<file path="src/rtl/sweeper_pkg.sv">
// ============================================================================
// sweeper_pkg : shared types and sizing helpers for truth_table_sweeper
// Rev 1.0
// ============================================================================
`default_nettype none

package sweeper_pkg;

  typedef enum logic [1:0] {
    IDLE  = 2'd0,
    DRIVE = 2'd1,
    DONE  = 2'd2
  } state_t;

  // Dwell counter must represent 0..DWELL without wrapping inside a dwell.
  function automatic int cnt_width(input int dwell);
    return $clog2(dwell + 1);
  endfunction

  function automatic int tt_width(input int n_in);
    return 2 ** n_in;
  endfunction

endpackage

`default_nettype wire

</file>
<file path="src/rtl/dwell_counter.sv">
// ============================================================================
// dwell_counter : counts clocks within one vector dwell, flags the final clock
// Rev 1.0
// ============================================================================
`default_nettype none

module dwell_counter
  import sweeper_pkg::*;
#(
  parameter int DWELL = 20
) (
  input  logic clk,
  input  logic rst,
  input  logic clr,
  input  logic en,
  output logic last
);

  localparam int CW = cnt_width(DWELL);
  localparam logic [CW-1:0] LAST_VAL = CW'(DWELL - 1);

  logic [CW-1:0] cnt_q;
  logic [CW-1:0] cnt_d;

  always_comb begin
    cnt_d = cnt_q;
    if (clr) begin
      cnt_d = '0;
    end else if (en) begin
      cnt_d = last ? '0 : cnt_q + 1'b1;
    end
  end

  always_ff @(posedge clk) begin
    if (rst) begin
      cnt_q <= '0;
    end else begin
      cnt_q <= cnt_d;
    end
  end

  assign last = (cnt_q == LAST_VAL);

endmodule

`default_nettype wire

</file>
<file path="src/rtl/truth_table_sweeper.sv">
// ============================================================================
// truth_table_sweeper : drives every input vector for DWELL clocks and
// captures the circuit output into a truth table. Optional TT_CHECK_EN adds
// an expected-table compare (expected_tt / mismatch). Rev 1.0
// ============================================================================
`default_nettype none

module truth_table_sweeper
  import sweeper_pkg::*;
#(
  parameter  int N_IN  = 3,
  parameter  int DWELL = 20,
  localparam int TT_W  = tt_width(N_IN)
) (
  input  logic            clk,
  input  logic            rst,
  input  logic            start,
  input  logic            abort,
  input  logic            y,
`ifdef TT_CHECK_EN
  input  logic [TT_W-1:0] expected_tt,
  output logic            mismatch,
`endif
  output logic [N_IN-1:0] vec,
  output logic            busy,
  output logic            done,
  output logic            tt_valid,
  output logic [TT_W-1:0] truth_table
);

  localparam logic [N_IN-1:0] VEC_MAX = {N_IN{1'b1}};

  state_t          state_q, state_d;
  logic [N_IN-1:0] vec_q, vec_d;
  logic            busy_q, busy_d;
  logic            done_q, done_d;
  logic            ttv_q, ttv_d;
  logic [TT_W-1:0] tt_q, tt_d;
  logic            cnt_clr, cnt_en, cnt_last;

  dwell_counter #(
    .DWELL (DWELL)
  ) u_dwell_counter (
    .clk  (clk),
    .rst  (rst),
    .clr  (cnt_clr),
    .en   (cnt_en),
    .last (cnt_last)
  );

  // Counter is parked at zero outside DRIVE so every sweep starts a fresh dwell.
  assign cnt_clr = (state_q == IDLE);
  assign cnt_en  = (state_q == DRIVE) && !abort;

`ifdef TT_CHECK_EN
  logic mm_q, mm_d;
`endif

  always_comb begin
    state_d = state_q;
    vec_d   = vec_q;
    busy_d  = 1'b0;
    done_d  = 1'b0;
    ttv_d   = ttv_q;
    tt_d    = tt_q;
`ifdef TT_CHECK_EN
    mm_d    = mm_q;
`endif
    case (state_q)
      IDLE: begin
        if (start) begin
          state_d = DRIVE;
          vec_d   = '0;
          tt_d    = '0;
          ttv_d   = 1'b0;
          busy_d  = 1'b1;
`ifdef TT_CHECK_EN
          mm_d    = 1'b0;
`endif
        end
      end
      DRIVE: begin
        busy_d = 1'b1;
        if (abort) begin
          state_d = IDLE;
          vec_d   = '0;
          busy_d  = 1'b0;
          ttv_d   = 1'b0;
        end else if (cnt_last) begin
          tt_d[vec_q] = y;
          if (vec_q == VEC_MAX) begin
            state_d = DONE;
            busy_d  = 1'b0;
            done_d  = 1'b1;
            ttv_d   = 1'b1;
`ifdef TT_CHECK_EN
            // Compare includes the bit sampled on this same edge.
            mm_d    = (tt_d != expected_tt);
`endif
          end else begin
            vec_d = vec_q + 1'b1;
          end
        end
      end
      DONE: begin
        state_d = IDLE;
      end
      default: begin
        state_d = IDLE;
      end
    endcase
  end

  always_ff @(posedge clk) begin
    if (rst) begin
      state_q <= IDLE;
      vec_q   <= '0;
      busy_q  <= 1'b0;
      done_q  <= 1'b0;
      ttv_q   <= 1'b0;
      tt_q    <= '0;
    end else begin
      state_q <= state_d;
      vec_q   <= vec_d;
      busy_q  <= busy_d;
      done_q  <= done_d;
      ttv_q   <= ttv_d;
      tt_q    <= tt_d;
    end
  end

`ifdef TT_CHECK_EN
  always_ff @(posedge clk) begin
    if (rst) begin
      mm_q <= 1'b0;
    end else begin
      mm_q <= mm_d;
    end
  end

  assign mismatch = mm_q;
`endif

  assign vec         = vec_q;
  assign busy        = busy_q;
  assign done        = done_q;
  assign tt_valid    = ttv_q;
  assign truth_table = tt_q;

endmodule

`default_nettype wire

</file>
<file path="config.mk">
export PLATFORM = sky130hd
export DESIGN_NAME = truth_table_sweeper
export DESIGN_NICKNAME = d
export VERILOG_FILES = /design/src/rtl/sweeper_pkg.sv /design/src/rtl/dwell_counter.sv /design/src/rtl/truth_table_sweeper.sv
export SDC_FILE = /design/constraint.sdc
export NUM_CORES = 1
export LEC_CHECK = 0
export CAP_MARGIN = 20
export CELL_PAD_IN_SITES_DETAIL_PLACEMENT = 1
export CELL_PAD_IN_SITES_GLOBAL_PLACEMENT = 1
export CORE_ASPECT_RATIO = 1.5
export CORE_MARGIN = 8
export CORE_UTILIZATION = 41
export CTS_CLUSTER_DIAMETER = 150
export DETAILED_ROUTE_END_ITERATION = 10
export PLACE_DENSITY_LB_ADDON = 0.2
export SETUP_SLACK_MARGIN = 0.2
export SLEW_MARGIN = 10
export SYNTH_ARGS = -nofsm -noshare
export SYNTH_HDL_FRONTEND = slang
export SYNTH_SLANG_ARGS = --single-unit
</file>
<file path="constraint.sdc">
create_clock -name clk -period 3.9 [get_ports clk]
set_clock_uncertainty 0.05 [all_clocks]
set_input_delay 0.585 -clock clk [delete_from_list [all_inputs] [get_ports clk]]
set_output_delay 0.585 -clock clk [all_outputs]
set_load 0.01 [all_outputs]
</file>
==> impl_metrics.json, run 1 <==
{
  "crit_path_cell_trace": "clkdlybuf4s50_1",
  "cp_max_fanout": 13,
  "reg2regPathDepth": 5,
  "finalCritPeriodShare_pct": 55.7,
  "cts-buffers-inserted": 3,
  "p_per_cell_area_nw_per_um2": 285,
  "cp-start-kind": "flip-flop",
  "clock_sinks": 21,
  "die_h_um": 77.4,
  "setup_tns_ns": 0,
  "synthesis.nets": 123,
  "post_synth_most_frequent_cells": "21 x sky130_fd_sc_hd__dfxtp_1, 11 x sky130_fd_sc_hd__nor2_1, 9 x sky130_fd_sc_hd__a21oi_1",
  "synth_top_family_by_area": "simple AND/OR/NAND/NOR gates",
  "critical_path_class": "flip-flop to output pin",
  "grt.total_usage_pct": 11.2,
  "hold_slack_ns": 0.448,
  "routed_wl_um": 2490,
  "post_synth_instance_area_um2": 1030,
  "detail-route-antenna-nets": 0,
  "post-synth-top-area-cell": "sky130_fd_sc_hd__dfxtp_1",
  "port_buffers": 18,
  "fill_cells": 288,
  "vdd_ir_drop_max_uv": 204,
  "synthTopCellsByArea": "sky130_fd_sc_hd__dfxtp_1 41%, sky130_fd_sc_hd__nor2b_1 4.9%, sky130_fd_sc_hd__a21oi_1 4.4%",
  "cts_hold_repair.buffers": 0,
  "post-route-min-period_ns": 2.17,
  "cpLargestDelayFamily": "buffers and inverters",
  "worst_pin_slew_ns": 0.655,
  "clk_latency_worst_skew_pair_ns": 0.30,
  "chipWidth_um": 56.9,
  "hold_violations": 0,
  "worst-endpoint-required_ns": 3.26,
  "rows": 22,
  "setup.reg_to_reg.worst_slack_ns": 2.13,
  "maxClockFrequency_mhz": 460,
  "synth_seq_cells": 21,
  "detailroute.via_count": 904,
  "vias_per_cell": 5.87,
  "h-tree-depth": 1,
  "yosys.cell_types.count": 37,
  "clkSlewWorstSetupHoldPaths_ns": 0.11,
  "worst_path_largest_cell_delay_ns": 0.63,
  "crit_path_end": "vec[0]",
  "pin_count": 19,
  "design.core.area_um2": 2420,
  "synth-edff-count": 0,
  "synth_simple_gate_area_share_pct": 28.9,
  "slew_viol_final": 0,
  "worstHoldPathType": "flip-flop to flip-flop",
  "cts.repair_timing.setup_buffer_count": 0,
  "synth-compound-area-share_pct": 20.9,
  "synth_sequential_area_ratio_pct": 40.8,
  "die_footprint_um2": 4400,
  "post_synth_fa_ha_maj_area_fraction_pct": 3.65,
  "residual_drc_count": 0,
  "endpoint_kind": "output pin",
  "rr_startpoint": "vec[0]$_SDFFE_PP0P_",
  "avg_cell_area_syn_um2": 8.95,
  "postSynth.asyncResetShare_pct": 0,
  "vias_in_the_first_global_route": 934,
  "yosys_warnings": 0,
  "detailedPlacementHpwl_um": 1910,
  "tritoncts": "yes",
  "layout-drive-gt1-share_pct": 5.38,
  "detailed_route_iter0_violations": 31,
  "first_pass_grt_wire_length_um": 4150,
  "max_slew_margin_vs_limit_pct": 56.2,
  "synth_top_cell_area_share_pct": 40.8,
  "drt-wirelength-per-cell_um": 16.2,
  "initial_utilization_pct": 42.5,
  "unrepaired_setup_endpoints_after_global_routing": "no",
  "grt_antenna_before_repair": 0,
  "yosys.area_share.xor_xnor_pct": 0.851,
  "cellLeakagePower_nw": 0.428,
  "max_capacitance_violation_count": 0,
  "run_status": "complete, no violations",
  "synthMostInstantiatedCell": "sky130_fd_sc_hd__dfxtp_1",
  "critical_path_depth": 1,
  "num-nets-final": 139,
  "clock_path_buffers": 2,
  "setup_viol": 0,
  "pin_count_of_the_biggest_net_entering_global_routing": 17,
  "synth.area.mux_share_pct": 1.09,
  "yosys_most_used_dff": "sky130_fd_sc_hd__dfxtp_1",
  "critical_path_arrival_ns": 1.54,
  "critical_path.reg2reg.endpoint": "vec[0]$_SDFFE_PP0P_",
  "post_cts_resized": 0,
  "syn_inst": 115,
  "n_antenna_cell": 0,
  "detailedRoute.firstPassIterationCount": 4,
  "cp_slowest_cell": "sky130_fd_sc_hd__clkdlybuf4s50_1",
  "crit_path_start": "vec[0]$_SDFFE_PP0P_",
  "final_core_utilization_pct": 50.7,
  "grt_overflow_total": 0,
  "gp_congestion": 0.782,
  "critPathBufInv": 1,
  "root_buffer": "sky130_fd_sc_hd__clkbuf_4",
  "syn_to_final_growth_pct": 19.2
}
how the worst min path moves through the flow:
stage                                                     start                                     to  slack (ns)  cells after the start
after global routing                truth_table[6]$_SDFFE_PP0P_            truth_table[6]$_SDFFE_PP0P_        0.47                      2
after CTS                                 tt_valid$_SDFFE_PP0P_                  tt_valid$_SDFFE_PP0P_        0.45                      2
after floorplan           u_dwell_counter.cnt_q[4]$_SDFFE_PP0P_  u_dwell_counter.cnt_q[4]$_SDFFE_PP0P_        0.42                      2
after detailed placement                  tt_valid$_SDFFE_PP0P_                  tt_valid$_SDFFE_PP0P_        0.43                      2
after global placement                    tt_valid$_SDFFE_PP0P_                  tt_valid$_SDFFE_PP0P_        0.42                      2
final                                     tt_valid$_SDFFE_PP0P_                  tt_valid$_SDFFE_PP0P_        0.45                      2
power breakdown:
part	total, W	internal (W)	switching [W]
Combinational	0.0000283	0.0000127	0.0000156
Sequential	0.000218	0.000216	0.00000200
Clock	0.000104	0.0000399	0.0000640
Total	0.000350	0.000269	0.0000816
per-layer routing:
metal | vias to the layer above | global-route usage, % | share of wire [%]
met4 | 0 | 5.19 | 1.7
met1 | 437 | 10.5 | 40
met2 | 15 | 21.2 | 54
met5 | - | 0 | 0
li1 | 446 | - | -
met3 | 6 | 3.09 | 3.7
metrics by stage:
step / total power, W / cell area [um^2] / setup slack [ns] / instances
after floorplan: 0.000239 / 1030 / 2.45 / 115
after global placement: 0.000250 / 1200 / 1.58 / 150
after detailed placement: 0.000251 / 1200 / 1.48 / 150
after CTS: 0.000354 / 1230 / 1.72 / 154
after global routing: 0.000367 / 1230 / 1.65 / 154
final: 0.000350 / 1230 / 1.73 / 154
flip-flops by register name, summed over array words and instances, names as in the netlist:
signal,cells
u_dwell_counter.cnt_q,5
busy,1
done,1
tt_valid,1
truth_table,8
vec,3
state_q,2
cell usage in the layout (no fill, tap or decap):
| cell | count |
|---|---|
| sky130_fd_sc_hd__or3_1 | 1 |
| sky130_fd_sc_hd__o2bb2ai_1 | 1 |
| sky130_fd_sc_hd__a21oi_2 | 1 |
| sky130_fd_sc_hd__a22oi_1 | 1 |
| sky130_fd_sc_hd__clkbuf_1 | 1 |
| sky130_fd_sc_hd__dfxtp_1 | 21 |
| sky130_fd_sc_hd__a21oi_1 | 9 |
| sky130_fd_sc_hd__o22ai_1 | 2 |
| sky130_fd_sc_hd__and4bb_1 | 1 |
| sky130_fd_sc_hd__o21bai_1 | 1 |
| sky130_fd_sc_hd__clkdlybuf4s50_1 | 18 |
| sky130_fd_sc_hd__a22o_1 | 2 |
| sky130_fd_sc_hd__nand4bb_1 | 1 |
| sky130_fd_sc_hd__nor3_1 | 4 |
| sky130_fd_sc_hd__o32ai_1 | 1 |
| sky130_fd_sc_hd__nor2_1 | 11 |
| sky130_fd_sc_hd__nor3b_2 | 1 |
| sky130_fd_sc_hd__o21a_1 | 3 |
| sky130_fd_sc_hd__nand4b_1 | 1 |
| sky130_fd_sc_hd__o21ai_0 | 7 |
| sky130_fd_sc_hd__nand3b_1 | 2 |
| sky130_fd_sc_hd__mux2_2 | 1 |
| sky130_fd_sc_hd__clkbuf_4 | 3 |
| sky130_fd_sc_hd__nor2b_1 | 8 |
| sky130_fd_sc_hd__nand2b_1 | 7 |
| sky130_fd_sc_hd__o21ai_1 | 4 |
| sky130_fd_sc_hd__nand3_1 | 1 |
| sky130_fd_sc_hd__or3b_1 | 1 |
| sky130_fd_sc_hd__nor4b_4 | 1 |
| sky130_fd_sc_hd__o31ai_1 | 2 |
| sky130_fd_sc_hd__xor2_1 | 1 |
| sky130_fd_sc_hd__ha_1 | 3 |
| sky130_fd_sc_hd__nand4_1 | 2 |
| sky130_fd_sc_hd__a31oi_1 | 1 |
| sky130_fd_sc_hd__nor3b_1 | 2 |
| sky130_fd_sc_hd__nand2_1 | 3 |
cell type report:
cell class | instances | area [um^2] | area share, %
clock buffer | 4 | 26.3 | 2.14
sequential | 21 | 420 | 34.3
tap | 24 | 30.0 | 2.45
timing repair buffer | 18 | 180 | 14.7
multi-input combinational | 87 | 571 | 46.5
logic make-up after synthesis:
| logic type | Yosys count |
|---|---|
| xor+xnor | 1 |
| simple gates | 47 |
| flops | 21 |
| compound gates | 35 |
| buf+inv | 7 |
| mux | 1 |
| fa+ha+maj | 3 |
Power figures use the tool's default switching activity.
==> run 2, diff against run 1 <==
--- a/config.mk
+++ b/config.mk
@@ -10,7 +10,7 @@
 export CELL_PAD_IN_SITES_GLOBAL_PLACEMENT = 1
 export CORE_ASPECT_RATIO = 1.5
 export CORE_MARGIN = 8
-export CORE_UTILIZATION = 41
+export CORE_UTILIZATION = 38
 export CTS_CLUSTER_DIAMETER = 150
 export DETAILED_ROUTE_END_ITERATION = 10
 export PLACE_DENSITY_LB_ADDON = 0.2
==> constraint.sdc (replaced) <==
create_clock -name clk -period 2.1 [get_ports clk]
set_clock_uncertainty 0.05 [all_clocks]
set_input_delay 0.315 -clock clk [delete_from_list [all_inputs] [get_ports clk]]
set_output_delay 0.315 -clock clk [all_outputs]
set_load 0.01 [all_outputs]
==> run 2 against run 1 <==
  * Setup slack worse by 1.4 ns
  * Non-clock buffer count rose by 1
  * Cell area up 3.8%
  * Critical path depth unchanged
  * Cell count up 9.1%
  * Flip-flop and latch count unchanged
  * Die area is 5.9% higher
  * Via count fell by 1.2%
  * Largest cell class unchanged
==> impl_metrics.json, run 2 (same netlist as run 1, synthesis figures left out) <==
{
  "run_status": "complete, no violations",
  "min_path_cells": 2,
  "pwr-share-comb_pct": 7.4,
  "setup.reg_to_reg.worst_slack_ns": 0.37,
  "cts_hold_repair.buffers": 0,
  "drt-wirelength-per-cell_um": 14.6,
  "holdCritStartpoint": "tt_valid$_SDFFE_PP0P_",
  "pwr-share-clk_pct": 36.9,
  "cp_slowest_cell": "sky130_fd_sc_hd__clkdlybuf4s50_1",
  "chipWidth_um": 58.5,
  "crit_path_cell_trace": "clkdlybuf4s50_1",
  "switching_power_w": 0.000169,
  "residual_drc_count": 0,
  "die_h_um": 79.8,
  "initial_utilization_pct": 39.3,
  "detailedRoute.firstPassIterationCount": 3,
  "post-route-min-period_ns": 1.82,
  "max_slew_margin_vs_limit_pct": 73.1,
  "timing.hold.worst_endpoint": "tt_valid$_SDFFE_PP0P_",
  "clock_sinks": 21,
  "design.core.area_um2": 2620,
  "n_antenna_cell": 0,
  "gp_congestion": 0.830,
  "detail-route-antenna-nets": 0,
  "worst_pin_slew_ns": 0.404,
  "finalPower_w": 0.000726,
  "worstHoldPathType": "flip-flop to flip-flop",
  "clock_path_buffers": 2,
  "first_pass_grt_wire_length_um": 4280,
  "netSwitchingFraction_pct": 23.2,
  "detailed_route_iter0_violations": 7,
  "h-tree-depth": 1,
  "vdd_ir_drop_max_uv": 296,
  "mostFrequentLayoutCell": "sky130_fd_sc_hd__dfxtp_1",
  "cp-start-kind": "flip-flop",
  "syn_to_final_growth_pct": 23.7,
  "cellLeakagePower_nw": 0.444,
  "unrepaired_setup_endpoints_after_global_routing": "no",
  "setup_tns_ns": 0,
  "mostFrequentLayoutCells": "19 x sky130_fd_sc_hd__dfxtp_1, 18 x sky130_fd_sc_hd__clkdlybuf4s50_1, 11 x sky130_fd_sc_hd__nor2_1, 9 x sky130_fd_sc_hd__a21oi_1, 8 x sky130_fd_sc_hd__nor2b_1",
  "maxClockFrequency_mhz": 551,
  "worst-endpoint-required_ns": 1.74,
  "cp_max_fanout": 13,
  "critical_path.reg2reg.endpoint": "vec[0]$_SDFFE_PP0P_",
  "die_footprint_um2": 4670,
  "critical_path_arrival_ns": 1.45,
  "layout-drive-gt1-share_pct": 8.40,
  "port_buffers": 18,
  "num-nets-final": 140,
  "hold_violations": 0,
  "rows": 23,
  "detailroute.via_count": 893,
  "final_core_utilization_pct": 48.6,
  "slew_viol_final": 0,
  "endpoint_kind": "output pin",
  "pin_count_of_the_biggest_net_entering_global_routing": 16,
  "sequential_power_share_pct": 55.7,
  "cts-buffers-inserted": 3,
  "critPathBufInv": 1,
  "rr_startpoint": "u_dwell_counter.cnt_q[0]$_SDFFE_PP0P_",
  "grt_overflow_total": 0,
  "pin_count": 19,
  "reg2regPathDepth": 5,
  "internal_power_w": 0.000558,
  "max_capacitance_violation_count": 0,
  "tritoncts": "yes",
  "detailedPlacementHpwl_um": 1900,
  "clk_latency_worst_skew_pair_ns": 0.26,
  "routed_wl_um": 2460,
  "cpLargestDelayFamily": "buffers and inverters",
  "vias_per_cell": 5.32,
  "clkSlewWorstSetupHoldPaths_ns": 0.08,
  "vias_in_the_first_global_route": 947,
  "worst_path_largest_cell_delay_ns": 0.62,
  "largest_register_ff_count": 8,
  "grt_antenna_before_repair": 0,
  "root_buffer": "sky130_fd_sc_hd__clkbuf_8",
  "setup_viol": 0,
  "p_per_cell_area_nw_per_um2": 570,
  "grt.total_usage_pct": 11.5,
  "finalCritPeriodShare_pct": 86.5,
  "critical_path_class": "flip-flop to output pin"
}
run 2: final cells by class:
cell class / instances / area (um^2)
Fill cell: 324 / 1350
Multi-Input combinational cell: 87 / 571
Sequential cell: 21 / 423
Timing Repair Buffer: 19 / 188
Tap cell: 37 / 46.3
Clock buffer: 3 / 41.3
Clock inverter: 1 / 5.00
run 2: power groups by stage:
stage | clock (W) | sequential (W) | combinational, W
floorplan | 0 | 0.000414 | 0.0000310
global placement | 0 | 0.000414 | 0.0000537
detailed placement | 0 | 0.000414 | 0.0000541
CTS | 0.000278 | 0.000405 | 0.0000544
global route | 0.000292 | 0.000405 | 0.0000603
finish | 0.000268 | 0.000405 | 0.0000535
run 2: routing by layer:
layer  up-vias  track usage [%]  routed length (um)
met3         4             2.58                 106
met4         0             5.91                  42
met1       430             11.0                 933
met2        14             22.0                1370
li1        445                -                   -
met5         -                0                   0
run 2: how the worst max path moves through the flow:
stage / start / end / cells past startpoint
after floorplan: vec[0]$_SDFFE_PP0P_ / vec[0]$_SDFFE_PP0P_ / 5
after global placement: abort / truth_table[2]$_SDFFE_PP0P_ / 4
after detailed placement: abort / truth_table[2]$_SDFFE_PP0P_ / 4
after CTS: vec[1]$_SDFFE_PP0P_ / vec[1] / 1
after global routing: vec[0]$_SDFFE_PP0P_ / vec[0] / 1
final: vec[0]$_SDFFE_PP0P_ / vec[0] / 1
run 2: stage by stage:
stage	instances	cell area (um^2)	hold slack [ns]	setup WS, ns
after CTS	168	1270	0.442	0.265
after floorplan	115	1030	0.421	0.654
final	168	1270	0.436	0.284
after detailed placement	164	1220	0.429	0.215
after global placement	164	1220	0.423	0.270
after global routing	168	1270	0.454	0.200
run 2: what timing repair did:
action / CTS / global route
hold endpoints to repair: 0 / 0
setup buffers: 0 / 0
endpoints found under the setup margin: 0 / 2
resized for setup: 0 / 2
